### src/rtl/gray_count_rx_if.sv
// Handshake bundle for the Gray-count receiver: the remote count and controls in,
// the decoded count, step strobes and error status out.
interface gray_count_rx_if #(
    parameter int WIDTH = 4
);
    logic [WIDTH-1:0] gray_in;
    logic             en;
    logic             clr_err;
    logic [WIDTH-1:0] bin_out;
    logic             bin_valid;
    logic             up_pulse;
    logic             dn_pulse;
    logic             wrap_pulse;
    logic             step_err;
    logic             fault;
    logic [3:0]       err_cnt;

    modport master (
        output gray_in, en, clr_err,
        input  bin_out, bin_valid, up_pulse, dn_pulse, wrap_pulse, step_err, fault, err_cnt
    );

    modport slave (
        input  gray_in, en, clr_err,
        output bin_out, bin_valid, up_pulse, dn_pulse, wrap_pulse, step_err, fault, err_cnt
    );
endinterface

### src/rtl/gray_count_rx.sv
// Receives a Gray-coded count from another clock domain, decodes it to binary and
// classifies every sample-to-sample change as hold, +1/-1 step or illegal jump.
module gray_count_rx #(
    parameter int WIDTH       = 4,
    parameter int SYNC_STAGES = 2
) (
    input logic            clk,
    input logic            rst_n,
    gray_count_rx_if.slave bus
);

    typedef enum logic [1:0] {IDLE, ACQUIRE, TRACK, FAULT} state_t;

    state_t                            state;
    logic [SYNC_STAGES-1:0][WIDTH-1:0] sync_q;
    logic [WIDTH-1:0]                  g_s;
    logic [WIDTH-1:0]                  g_p;
    logic [WIDTH-1:0]                  bin_s;
    logic [WIDTH-1:0]                  bin_p;
    logic                              one_bit;
    logic                              multi_bit;
    logic                              is_up;
    logic                              err_event;

    function automatic logic [WIDTH-1:0] gray2bin(input logic [WIDTH-1:0] g);
        logic [WIDTH-1:0] b;
        b[WIDTH-1] = g[WIDTH-1];
        for (int i = WIDTH - 2; i >= 0; i--) b[i] = b[i+1] ^ g[i];
        return b;
    endfunction

    assign g_s       = sync_q[SYNC_STAGES-1];
    assign bin_s     = gray2bin(g_s);
    assign bin_p     = gray2bin(g_p);
    assign one_bit   = ($countones(g_s ^ g_p) == 1);
    assign multi_bit = ($countones(g_s ^ g_p) > 1);
    assign is_up     = (bin_s == bin_p + WIDTH'(1));
    // A jump counts as an error only while the sample stream is being judged.
    assign err_event = bus.en && multi_bit && (state == TRACK || state == FAULT);

    // NOTE: every flop, synchronizer stages included, is cleared by the async reset and
    // updated with non-blocking assignments so all reads below see pre-edge values.
    always_ff @(posedge clk or negedge rst_n) begin
        if (!rst_n) begin
            state          <= IDLE;
            sync_q         <= '0;
            g_p            <= '0;
            bus.bin_out    <= '0;
            bus.bin_valid  <= 1'b0;
            bus.up_pulse   <= 1'b0;
            bus.dn_pulse   <= 1'b0;
            bus.wrap_pulse <= 1'b0;
            bus.step_err   <= 1'b0;
            bus.fault      <= 1'b0;
            bus.err_cnt    <= '0;
        end else begin
            sync_q         <= {sync_q[SYNC_STAGES-2:0], bus.gray_in};
            g_p            <= g_s;
            bus.bin_out    <= bin_s;
            bus.up_pulse   <= 1'b0;
            bus.dn_pulse   <= 1'b0;
            bus.wrap_pulse <= 1'b0;
            bus.step_err   <= 1'b0;

            if (!bus.en) begin
                state         <= IDLE;
                bus.bin_valid <= 1'b0;
                bus.fault     <= 1'b0;
            end else begin
                case (state)
                    IDLE: begin
                        state <= ACQUIRE;
                    end
                    ACQUIRE: begin
                        state         <= TRACK;
                        bus.bin_valid <= 1'b1;
                    end
                    TRACK: begin
                        if (multi_bit) begin
                            state         <= FAULT;
                            bus.bin_valid <= 1'b0;
                            bus.fault     <= 1'b1;
                            bus.step_err  <= 1'b1;
                        end else if (one_bit) begin
                            bus.up_pulse   <= is_up;
                            bus.dn_pulse   <= !is_up;
                            bus.wrap_pulse <= is_up ? (bin_p == '1) : (bin_p == '0);
                        end
                    end
                    FAULT: begin
                        if (bus.clr_err) begin
                            state     <= ACQUIRE;
                            bus.fault <= 1'b0;
                        end else if (multi_bit) begin
                            bus.step_err <= 1'b1;
                        end
                    end
                    default: begin
                        state         <= IDLE;
                        bus.bin_valid <= 1'b0;
                        bus.fault     <= 1'b0;
                    end
                endcase
            end

            // A clear request beats a coincident error event.
            if (bus.clr_err) begin
                bus.err_cnt <= '0;
            end else if (err_event && bus.err_cnt != 4'hF) begin
                bus.err_cnt <= bus.err_cnt + 4'd1;
            end
        end
    end

endmodule

### src/flat_wrapper.sv
// flat-port wrapper written by rule: the top's interface ports become plain ports
module gray_count_rx_flat 
#(
    parameter int WIDTH       = 4,
    parameter int SYNC_STAGES = 2
)
  (clk, rst_n, bus_gray_in, bus_en, bus_clr_err, bus_bin_out, bus_bin_valid, bus_up_pulse, bus_dn_pulse, bus_wrap_pulse, bus_step_err, bus_fault, bus_err_cnt);
  gray_count_rx_if #(.WIDTH(WIDTH)) bus_i ();
  input logic clk;
  input logic rst_n;
  input wire logic [$bits(bus_i.gray_in)-1:0] bus_gray_in;
  input wire logic [$bits(bus_i.en)-1:0] bus_en;
  input wire logic [$bits(bus_i.clr_err)-1:0] bus_clr_err;
  output wire logic [$bits(bus_i.bin_out)-1:0] bus_bin_out;
  output wire logic [$bits(bus_i.bin_valid)-1:0] bus_bin_valid;
  output wire logic [$bits(bus_i.up_pulse)-1:0] bus_up_pulse;
  output wire logic [$bits(bus_i.dn_pulse)-1:0] bus_dn_pulse;
  output wire logic [$bits(bus_i.wrap_pulse)-1:0] bus_wrap_pulse;
  output wire logic [$bits(bus_i.step_err)-1:0] bus_step_err;
  output wire logic [$bits(bus_i.fault)-1:0] bus_fault;
  output wire logic [$bits(bus_i.err_cnt)-1:0] bus_err_cnt;
  assign bus_i.gray_in = bus_gray_in;
  assign bus_i.en = bus_en;
  assign bus_i.clr_err = bus_clr_err;
  assign bus_bin_out = bus_i.bin_out;
  assign bus_bin_valid = bus_i.bin_valid;
  assign bus_up_pulse = bus_i.up_pulse;
  assign bus_dn_pulse = bus_i.dn_pulse;
  assign bus_wrap_pulse = bus_i.wrap_pulse;
  assign bus_step_err = bus_i.step_err;
  assign bus_fault = bus_i.fault;
  assign bus_err_cnt = bus_i.err_cnt;
  gray_count_rx #(.WIDTH(WIDTH), .SYNC_STAGES(SYNC_STAGES)) u_core (.clk(clk), .rst_n(rst_n), .bus(bus_i));
endmodule
### config.mk
export PLATFORM = sky130hd
export DESIGN_NAME = gray_count_rx_flat
export DESIGN_NICKNAME = d
export VERILOG_FILES = /design/src/rtl/gray_count_rx_if.sv /design/src/rtl/gray_count_rx.sv /design/src/flat_wrapper.sv
export SDC_FILE = /design/constraint.sdc
export NUM_CORES = 1
export LEC_CHECK = 0
export ABC_CLOCK_PERIOD_IN_PS = 6700
export BUFFER_PORTS_ARGS = -buffer_cell sky130_fd_sc_hd__buf_2
export CORE_MARGIN = 3
export CORE_UTILIZATION = 61
export CTS_BUF_LIST = sky130_fd_sc_hd__clkbuf_4
export CTS_CLUSTER_DIAMETER = 100
export DETAILED_ROUTE_END_ITERATION = 12
export GPL_TIMING_DRIVEN = 1
export MAX_ROUTING_LAYER = met4
export PLACE_DENSITY_LB_ADDON = 0.2
export REMOVE_ABC_BUFFERS = 1
export SYNTH_ARGS = -nofsm -noshare
export SYNTH_HDL_FRONTEND = slang
export SYNTH_SLANG_ARGS = --single-unit
### constraint.sdc
create_clock -name clk -period 6.7 [get_ports clk]
set_clock_uncertainty 0.15 [all_clocks]
set_input_delay 0.335 -clock clk [delete_from_list [all_inputs] [get_ports clk]]
set_output_delay 0.335 -clock clk [all_outputs]
set_load 0.01 [all_outputs]
# Word-level counts from Yosys, hierarchy flattened
# Index checks and enable logic that the tools add are counted.
dict set report totals {
  register_bits 28
  in_bits 8
  out_inout_bits 14
  wordCells 77
}
dict set report classes {
  n_addsub 5
  n_lt_le_gt_ge 1
  n_eq_ne 11
  mux 30
  bitwise_logic 7
  reduce_logical 11
}
# operator count
set op_table {}
lappend op_table {{$add 32x32->32} 1}
lappend op_table {{$eq 32x2->1 const B} 1}
lappend op_table {{$gt 32x2->1 const B} 1}
lappend op_table {{$mux 1} 21}
lappend op_table {{$add 4x1->4 const B} 2}
lappend op_table {{$mux 4} 2}
lappend op_table {{$pmux 2 s4} 1}
lappend op_table {{$mux 2} 3}
lappend op_table {{$ne 3x1->1 const B} 2}
lappend op_table {{$pmux 1 s2} 3}
lappend op_table {{$xor 1x1->1} 6}
lappend op_table {{$add 1x1->2} 2}
lappend op_table {{$eq 2x2->1 const B} 2}
lappend op_table {{$eq 4x4->1} 1}
lappend op_table {{$eq 4x4->1 const B} 1}
lappend op_table {{$logic_not 4->1} 1}
lappend op_table {{$ne 4x4->1 const B} 1}
lappend op_table {{$reduce_and 2->1} 2}
lappend op_table {{$xor 4x4->4} 1}
lappend op_table {{$logic_and 1x1->1} 3}
lappend op_table {{$ne 3x2->1 const B} 1}
lappend op_table {{$ne 3x3->1 const B} 1}
lappend op_table {{$reduce_and 3->1} 1}
lappend op_table {{$eq 2x1->1 const B} 1}
lappend op_table {{4 further kinds} 4}

# Logic depth before layout (Yosys ltp)
# Gate-level depths: netlist of run 1.
dict set report depth {
  depth_word 10
  mapped_depth 10
  depth_no_buf 10
}

# Worst setup path before layout of run 1
# Ideal clock, no wire load.
dict set report synth_path {
  kind {reg-to-reg}
  start {register u_core.sync_q (netlist bit u_core.g_s[3])}
  end {register u_core.bus.err_cnt[3]}
  setup_ns 0.077
  arrival_time_ns 2.528
  required_ns 6.473
  slack_ns 3.945
  stages_incl_launch_ff 10
  n_path_buf 0
  period_less_slack_ns 2.755
  cell_sequence {dfrtp_1 xor2_1 ha_1 ha_1 fa_1 o21ai_1 nor2_1 nand2_1 or3_1 a21oi_1}
}
dict set report synth_between {
  elab_chain_len 8
}
# element line_no
set synth_rtl {}
lappend synth_rtl {{start, declared} gray_count_rx.sv:15} ;# logic [SYNC_STAGES-1:0][WIDTH-1:0] sync_q;
lappend synth_rtl {{start signal, assigned} gray_count_rx.sv:57} ;# sync_q <= {sync_q[SYNC_STAGES-2:0], bus.gray_in};
lappend synth_rtl {{$xor 4x4->4} gray_count_rx.sv:36} ;# assign multi_bit = ($countones(g_s ^ g_p) > 1);
lappend synth_rtl {{$add 1x1->2 (implied by the code)} gray_count_rx.sv:36}
lappend synth_rtl {{$add 32x32->32 (implied by the code)} gray_count_rx.sv:36}
lappend synth_rtl {{$gt 32x2->1} gray_count_rx.sv:36}
lappend synth_rtl {{$logic_and 1x1->1 (2 in series)} gray_count_rx.sv:39} ;# assign err_event = bus.en && multi_bit && (state == TRACK || state == FAULT);
lappend synth_rtl {{$logic_and 1x1->1} gray_count_rx.sv:109} ;# end else if (err_event && bus.err_cnt != 4'hF) begin
lappend synth_rtl {{$reduce_bool 2->1 (no line)} --}
lappend synth_rtl {{end signal, assigned} gray_count_rx.sv:110} ;# bus.err_cnt <= bus.err_cnt + 4'd1;
lappend synth_rtl {{end, declared} gray_count_rx_if.sv:25} ;# output bin_out, bin_valid, up_pulse, dn_pulse, wrap_pulse, step_err, fault, err_cnt
# Every way passes these cells.
# A chain may end at the register's enable or synchronous reset.

# Worst setup path in the final report of run 1
# Same ends and word-level chain as after synthesis.

==> results of run 1 <==
cell usage in the layout (no fill, tap or decap), drive strengths merged, types with 2 or more instances in the layout:
master,count
a21oi,7
and2,2
buf,21
clkbuf,3
dfrtp,27
dlygate4sd3,5
ha,12
inv,8
nand2,7
nand3,4
nor2,8
nor2b,4
nor3,2
o21ai,4
xnor2,2
xor2,9
worst max-delay path, cell delays in order, from the launching register on:
cell and delay [ns]:
dfrtp_1 0.47, xor2_1 0.33, ha_1 0.31, ha_1 0.21
fa_1 0.52, o21ai_1 0.11, nor2_1 0.21, nand2_1 0.15
or3_1 0.37, a21oi_1 0.14
cell type report:
type,count,area share (%)
Clock buffer,3,1.52
Tap cell,25,2.12
Sequential cell,27,45.7
Clock inverter,1,0.508
Multi-Input combinational cell,71,37.6
Timing Repair Buffer,26,10.5
Inverter,8,2.03
metal layers:
layer | vias to the layer above | share of wire [%] | global-route usage (%)
met4 | 0 | 4.1 | 12.2
li1 | 410 | - | -
met1 | 409 | 42 | 23.1
met2 | 26 | 50 | 35.4
met5 | - | 0 | -
met3 | 10 | 3.9 | 3.44
sequential cells by signal, summed over array words and instances (netlist names):
register / cells
u_core.bus.step_err: 1
u_core.g_p: 3
u_core.bus.bin_out: 4
u_core.sync_q: 4
u_core.state: 2
u_core.bus.bin_valid: 1
u_core.bus.up_pulse: 1
u_core.bus.fault: 1
u_core.bus.wrap_pulse: 1
u_core.bus.err_cnt: 4
u_core.bus.dn_pulse: 1
u_core.g_s: 4
repair_timing:
item	in CTS	in global routing
gates resized for setup	0	0
hold endpoints to repair	31	0
hold buffers	5	0
through the flow:
step	instance area [um2]	hold slack (ns)	util [%]
finish	1480	0.0649	80.4
global placement	1400	0.181	76.1
floorplan	1260	-0.111	-
CTS	1480	0.0672	80.4
global route	1480	0.0652	80.4
detailed placement	1400	0.192	76.1
power groups by stage:
stage	logic (mW)	registers [mW]	clock network, mW
global placement	0.103	0.196	0
global route	0.126	0.198	0.0797
CTS	0.113	0.195	0.0750
floorplan	0.0706	0.202	0
detailed placement	0.110	0.199	0
finish	0.111	0.195	0.0714
worst max path at each step:
stage               slack (ns)             startpoint                    end
finish                    3.67          u_core.g_s[3]  u_core.bus.err_cnt[3]
global route              3.51          u_core.g_s[3]  u_core.bus.err_cnt[3]
CTS                       3.64          u_core.g_s[3]  u_core.bus.err_cnt[3]
floorplan                 3.90  u_core.bus.bin_out[3]  u_core.bus.err_cnt[3]
detailed placement        3.69          u_core.g_s[3]  u_core.bus.err_cnt[3]
global placement          3.85          u_core.g_s[3]  u_core.bus.err_cnt[3]
cells in the mapped netlist (all sizes together):
cell     n  area, um2
nand3    4       20.0
and3     1       6.26
or3      1       6.26
or2      1       6.26
o211ai   1       12.5
ha      12        150
xnor2    2       32.5
fa       1       20.0
nor3     2       10.0
nor2b    4       25.0
o211a    1       10.0
inv      8       30.0
dfrtp   27        676
and4b    1       10.0
nand4    1       6.26
buf      1       7.51
nand2    7       26.3
o21ai    4       20.0
nor2     8       30.0
mux2i    1       10.0
a21oi    7       38.8
xor3     1       25.0
and2     2       12.5
xor2     9       78.8
kinds of logic after synthesis:
kind of cell,synth area share [%]
multiplexers,0.788
adder cells (fa/ha/maj),13.4
AO/OA/AOI/OAI,6.40
buffers and inverters,2.96
flip-flops,53.2
XOR/XNOR,10.7
AND/OR/NAND/NOR,12.5
==> impl_metrics.json, run 1 <==
{
  "status": "completed",
  "final_antenna_net_count": 0,
  "worstSetupStartpointType": "flip-flop",
  "drive_gt1_share_pct": 22.1,
  "grt_pass1_wl_um": 3860,
  "io_buffers": 21,
  "switchingPower_mw": 0.123,
  "die_area_um2": 2670,
  "max_freq_mhz": 330,
  "synth_cells": 107,
  "nets": 158,
  "p_per_area_nw_per_um2": 255,
  "clk_path_buf_depth": 2,
  "gp_congestion": 0.787,
  "period_needed_ns": 3.03,
  "post-cts-setup-buffers": 0,
  "htreeDepth": 1,
  "tightestPinTransition_ns": 0.568,
  "synth-seq-cells": 27,
  "clockRootBuffer": "clkbuf_4",
  "regArea_um2": 676,
  "antenna_found_initial": 0,
  "dr.pass1.iters": 4,
  "crit_path_end_kind": "flip-flop",
  "ys_types": 26,
  "viasPerCell": 5.31,
  "core_area_um2": 1840,
  "rrSetupSlack_ns": 3.67,
  "required_ns": 6.82,
  "grt_pass1_vias": 893,
  "crit_type": "reg -> reg",
  "num_antenna_cells": 0,
  "fillers": 123,
  "boundaryPins": 22,
  "fp.dieH_um": 51.6,
  "holdPathEnd": "u_core.bus.err_cnt[1]",
  "rows": 15,
  "clkTransAtPathRegs_ns": 0.14,
  "hpwl_um": 1750,
  "dp.cells": 152,
  "setup-violations-final": 0,
  "hp-class": "in -> reg",
  "setup_ws_ns": 3.67,
  "total_power_mw": 0.377,
  "hold_violations": 0,
  "combPwrFrac_pct": 29.5,
  "syn_area_per_cell_um2": 11.9,
  "area_growth_pct": 16.5,
  "yosysSeqAreaShare_pct": 53.2,
  "r2r-start": "u_core.g_s[3]",
  "ff2ff_path_depth": 9,
  "relSlewSlack_pct": 62.1,
  "timing.final.crit_share_pct": 45.2,
  "drc": 0,
  "slew_viol_final": 0,
  "p_sw_share_pct": 32.7,
  "yosysWarnings": 0,
  "r2r_end": "u_core.bus.err_cnt[3]",
  "wl_per_cell_um": 13.7,
  "grtUsageTotal_pct": 20.8,
  "start_util_pct": 69.0,
  "maxCapViolations": 0,
  "instances_no_fill": 161,
  "cts_made_buffers": 3,
  "rsz0062_at_grt": "false",
  "whs_path_depth": 2,
  "ir_worst_vdd_v": 0.000211,
  "cp.arrival_ns": 3.15,
  "die_x_um": 51.6,
  "insertion_delay_ns": 0.33,
  "p_leak_nw": 0.766,
  "routed_wl_um": 2200,
  "gr-total-overflow": 0,
  "cts_tree": "yes",
  "tns_ns": 0,
  "critPathMaxFanout": 4,
  "drtIter0Drc": 5,
  "place_ws_ns": 3.69,
  "clock_sinks": 27,
  "synth_area_um2": 1270,
  "multiInputGateArea_um2": 557,
  "hold_start": "bus_clr_err",
  "grt_max_degree": 28,
  "p_int_mw": 0.254,
  "seqPwrFrac_pct": 51.6,
  "num_vias": 855,
  "clkPwrFrac_pct": 18.9
}
(Power assumes the default switching activity.)
==> inputs of run 2 (changes only) <==
--- a/config.mk
+++ b/config.mk
@@ -5,10 +5,10 @@
 export SDC_FILE = /design/constraint.sdc
 export NUM_CORES = 1
 export LEC_CHECK = 0
-export ABC_CLOCK_PERIOD_IN_PS = 6700
+export ABC_CLOCK_PERIOD_IN_PS = 2900
 export BUFFER_PORTS_ARGS = -buffer_cell sky130_fd_sc_hd__buf_2
 export CORE_MARGIN = 3
-export CORE_UTILIZATION = 61
+export CORE_UTILIZATION = 57
 export CTS_BUF_LIST = sky130_fd_sc_hd__clkbuf_4
 export CTS_CLUSTER_DIAMETER = 100
 export DETAILED_ROUTE_END_ITERATION = 12
==> constraint.sdc (replaced) <==
create_clock -name clk -period 2.9 [get_ports clk]
set_clock_uncertainty 0.15 [all_clocks]
set_input_delay 0.145 -clock clk [delete_from_list [all_inputs] [get_ports clk]]
set_output_delay 0.145 -clock clk [all_outputs]
set_load 0.01 [all_outputs]
==> impl_metrics.json, run 2 (same netlist as run 1, synthesis figures left out) <==
{
  "fp.dieH_um": 53.2,
  "p_leak_nw": 0.795,
  "start_util_pct": 62.2,
  "cp_slowest_stage_delay_ns": 0.52,
  "crit_path_end_kind": "flip-flop",
  "boundaryPins": 22,
  "final_antenna_net_count": 0,
  "die_x_um": 53.2,
  "crit_family": "adder cells",
  "clkTransAtPathRegs_ns": 0.15,
  "worstSetupStartpointType": "flip-flop",
  "critical_path.cell_chain": "xor2_2, ha_1, ha_1, fa_1, o21ai_1, nor2_1, nand2_1, or3_1, a21oi_1",
  "dr.pass1.iters": 4,
  "grt_pass1_wl_um": 3750,
  "seqPwrFrac_pct": 50.8,
  "clockRootBuffer": "clkbuf_4",
  "rows": 16,
  "mostFrequentLayoutCell": "dfrtp_1",
  "instances_no_fill": 169,
  "clock_sinks": 27,
  "tightestPinTransition_ns": 0.568,
  "crit_type": "reg -> reg",
  "drc": 0,
  "core_area_um2": 2040,
  "hpwl_um": 1550,
  "combPwrFrac_pct": 30.3,
  "slew_viol_final": 0,
  "setup_ws_ns": 0.145,
  "grt_max_degree": 28,
  "htreeDepth": 1,
  "gr-total-overflow": 0,
  "num_vias": 869,
  "clkPwrFrac_pct": 18.9,
  "grt_pass1_vias": 912,
  "timing.final.crit_share_pct": 95.0,
  "io_buffers": 21,
  "crit_path_top_delay_cell": "fa_1",
  "critical_path_buf_inv_count": 0,
  "insertion_delay_ns": 0.32,
  "drtIter0Drc": 10,
  "viasPerCell": 5.14,
  "routed_wl_um": 2250,
  "fillers": 147,
  "cpMostUsedCell": "ha_1",
  "status": "completed",
  "hp-class": "in -> async",
  "gp_congestion": 0.777,
  "die_area_um2": 2830,
  "cp.arrival_ns": 2.87,
  "critPathMaxFanout": 4,
  "cts_tree": "yes",
  "relSlewSlack_pct": 62.2,
  "clk_path_buf_depth": 2,
  "grtUsageTotal_pct": 19.1,
  "utilization_pct": 75.4,
  "switchingPower_mw": 0.291,
  "max_freq_mhz": 363,
  "place_ws_ns": 0.165,
  "area_growth_pct": 21.3,
  "p_sw_share_pct": 32.8,
  "ir_worst_vdd_v": 0.000438,
  "nets": 164,
  "required_ns": 3.02,
  "regArea_um2": 677,
  "dp.cells": 156,
  "setup-violations-final": 0,
  "p_per_area_nw_per_um2": 576,
  "period_needed_ns": 2.76,
  "hold_violations": 0,
  "p_int_mw": 0.596,
  "num_antenna_cells": 0,
  "cts_made_buffers": 3,
  "wl_per_cell_um": 13.3,
  "multiInputGateArea_um2": 564,
  "antenna_found_initial": 0,
  "drive_gt1_share_pct": 25.4,
  "layout_common_cells": "26 x dfrtp_1, 21 x buf_2, 12 x ha_1",
  "maxCapViolations": 0
}
-- run 2: what timing repair did --
| item | 4_1_cts | 5_1_grt |
|---|---|---|
| setup buffers | 0 | 2 |
| hold endpoints to repair | 40 | 0 |
| gates resized for setup | 0 | 2 |
| hold buffers | 7 | 0 |
| endpoints found under the setup margin | 0 | 1 |
-- run 2: worst paths after layout --
check | end | from | cells after the start | slack (ns)
max | u_core.bus.err_cnt[3] | u_core.g_s[3] | 9 | 0.14
min | u_core.bus.bin_out[2] | rst_n | 2 | 0.18
max reg2reg | u_core.bus.err_cnt[3] | u_core.g_s[3] | 9 | 0.14
min reg2reg | u_core.g_s[0] | u_core.sync_q[0] | 0 | 0.22
max in group asynchronous | u_core.g_s[3] | rst_n | 2 | 2.02
min in group clk | u_core.g_s[0] | u_core.sync_q[0] | 0 | 0.22
-- run 2: routing by layer --
| metal | vias up | track usage, % | part of all wire, % |
|---|---|---|---|
| li1 | 422 | - | - |
| met1 | 420 | 21.4 | 41 |
| met2 | 21 | 32.9 | 53 |
| met3 | 6 | 3.38 | 3.3 |
| met4 | 0 | 8.51 | 2.3 |
| met5 | - | - | 0 |
-- run 2: cell type report --
| class | instances | share of cell area (%) |
|---|---|---|
| Clock buffer | 3 | 1.46 |
| Clock inverter | 1 | 0.487 |
| Multi-Input combinational cell | 71 | 36.6 |
| Sequential cell | 27 | 43.9 |
| Inverter | 8 | 1.95 |
| Timing Repair Buffer | 32 | 13.3 |
| Tap cell | 27 | 2.19 |
-- run 2: power groups by stage --
| stage | Sequential [mW] | Combinational, mW | Clock, mW |
|---|---|---|---|
| floorplan | 0.466 | 0.163 | 0 |
| global placement | 0.454 | 0.246 | 0 |
| detailed placement | 0.459 | 0.257 | 0 |
| CTS | 0.451 | 0.268 | 0.171 |
| global route | 0.457 | 0.307 | 0.187 |
| finish | 0.451 | 0.269 | 0.168 |
-- run 2: through the flow --
stage | hold slack, ns | power [mW] | setup TNS [ns] | cell area, um2
after global routing | 0.212 | 0.951 | -0.0108 | 1540
after CTS | 0.187 | 0.889 | 0 | 1520
after floorplan | -0.301 | 0.629 | 0 | 1260
final | 0.177 | 0.887 | 0 | 1540
after global placement | 0.0254 | 0.701 | 0 | 1420
after detailed placement | 0.0244 | 0.715 | 0 | 1420
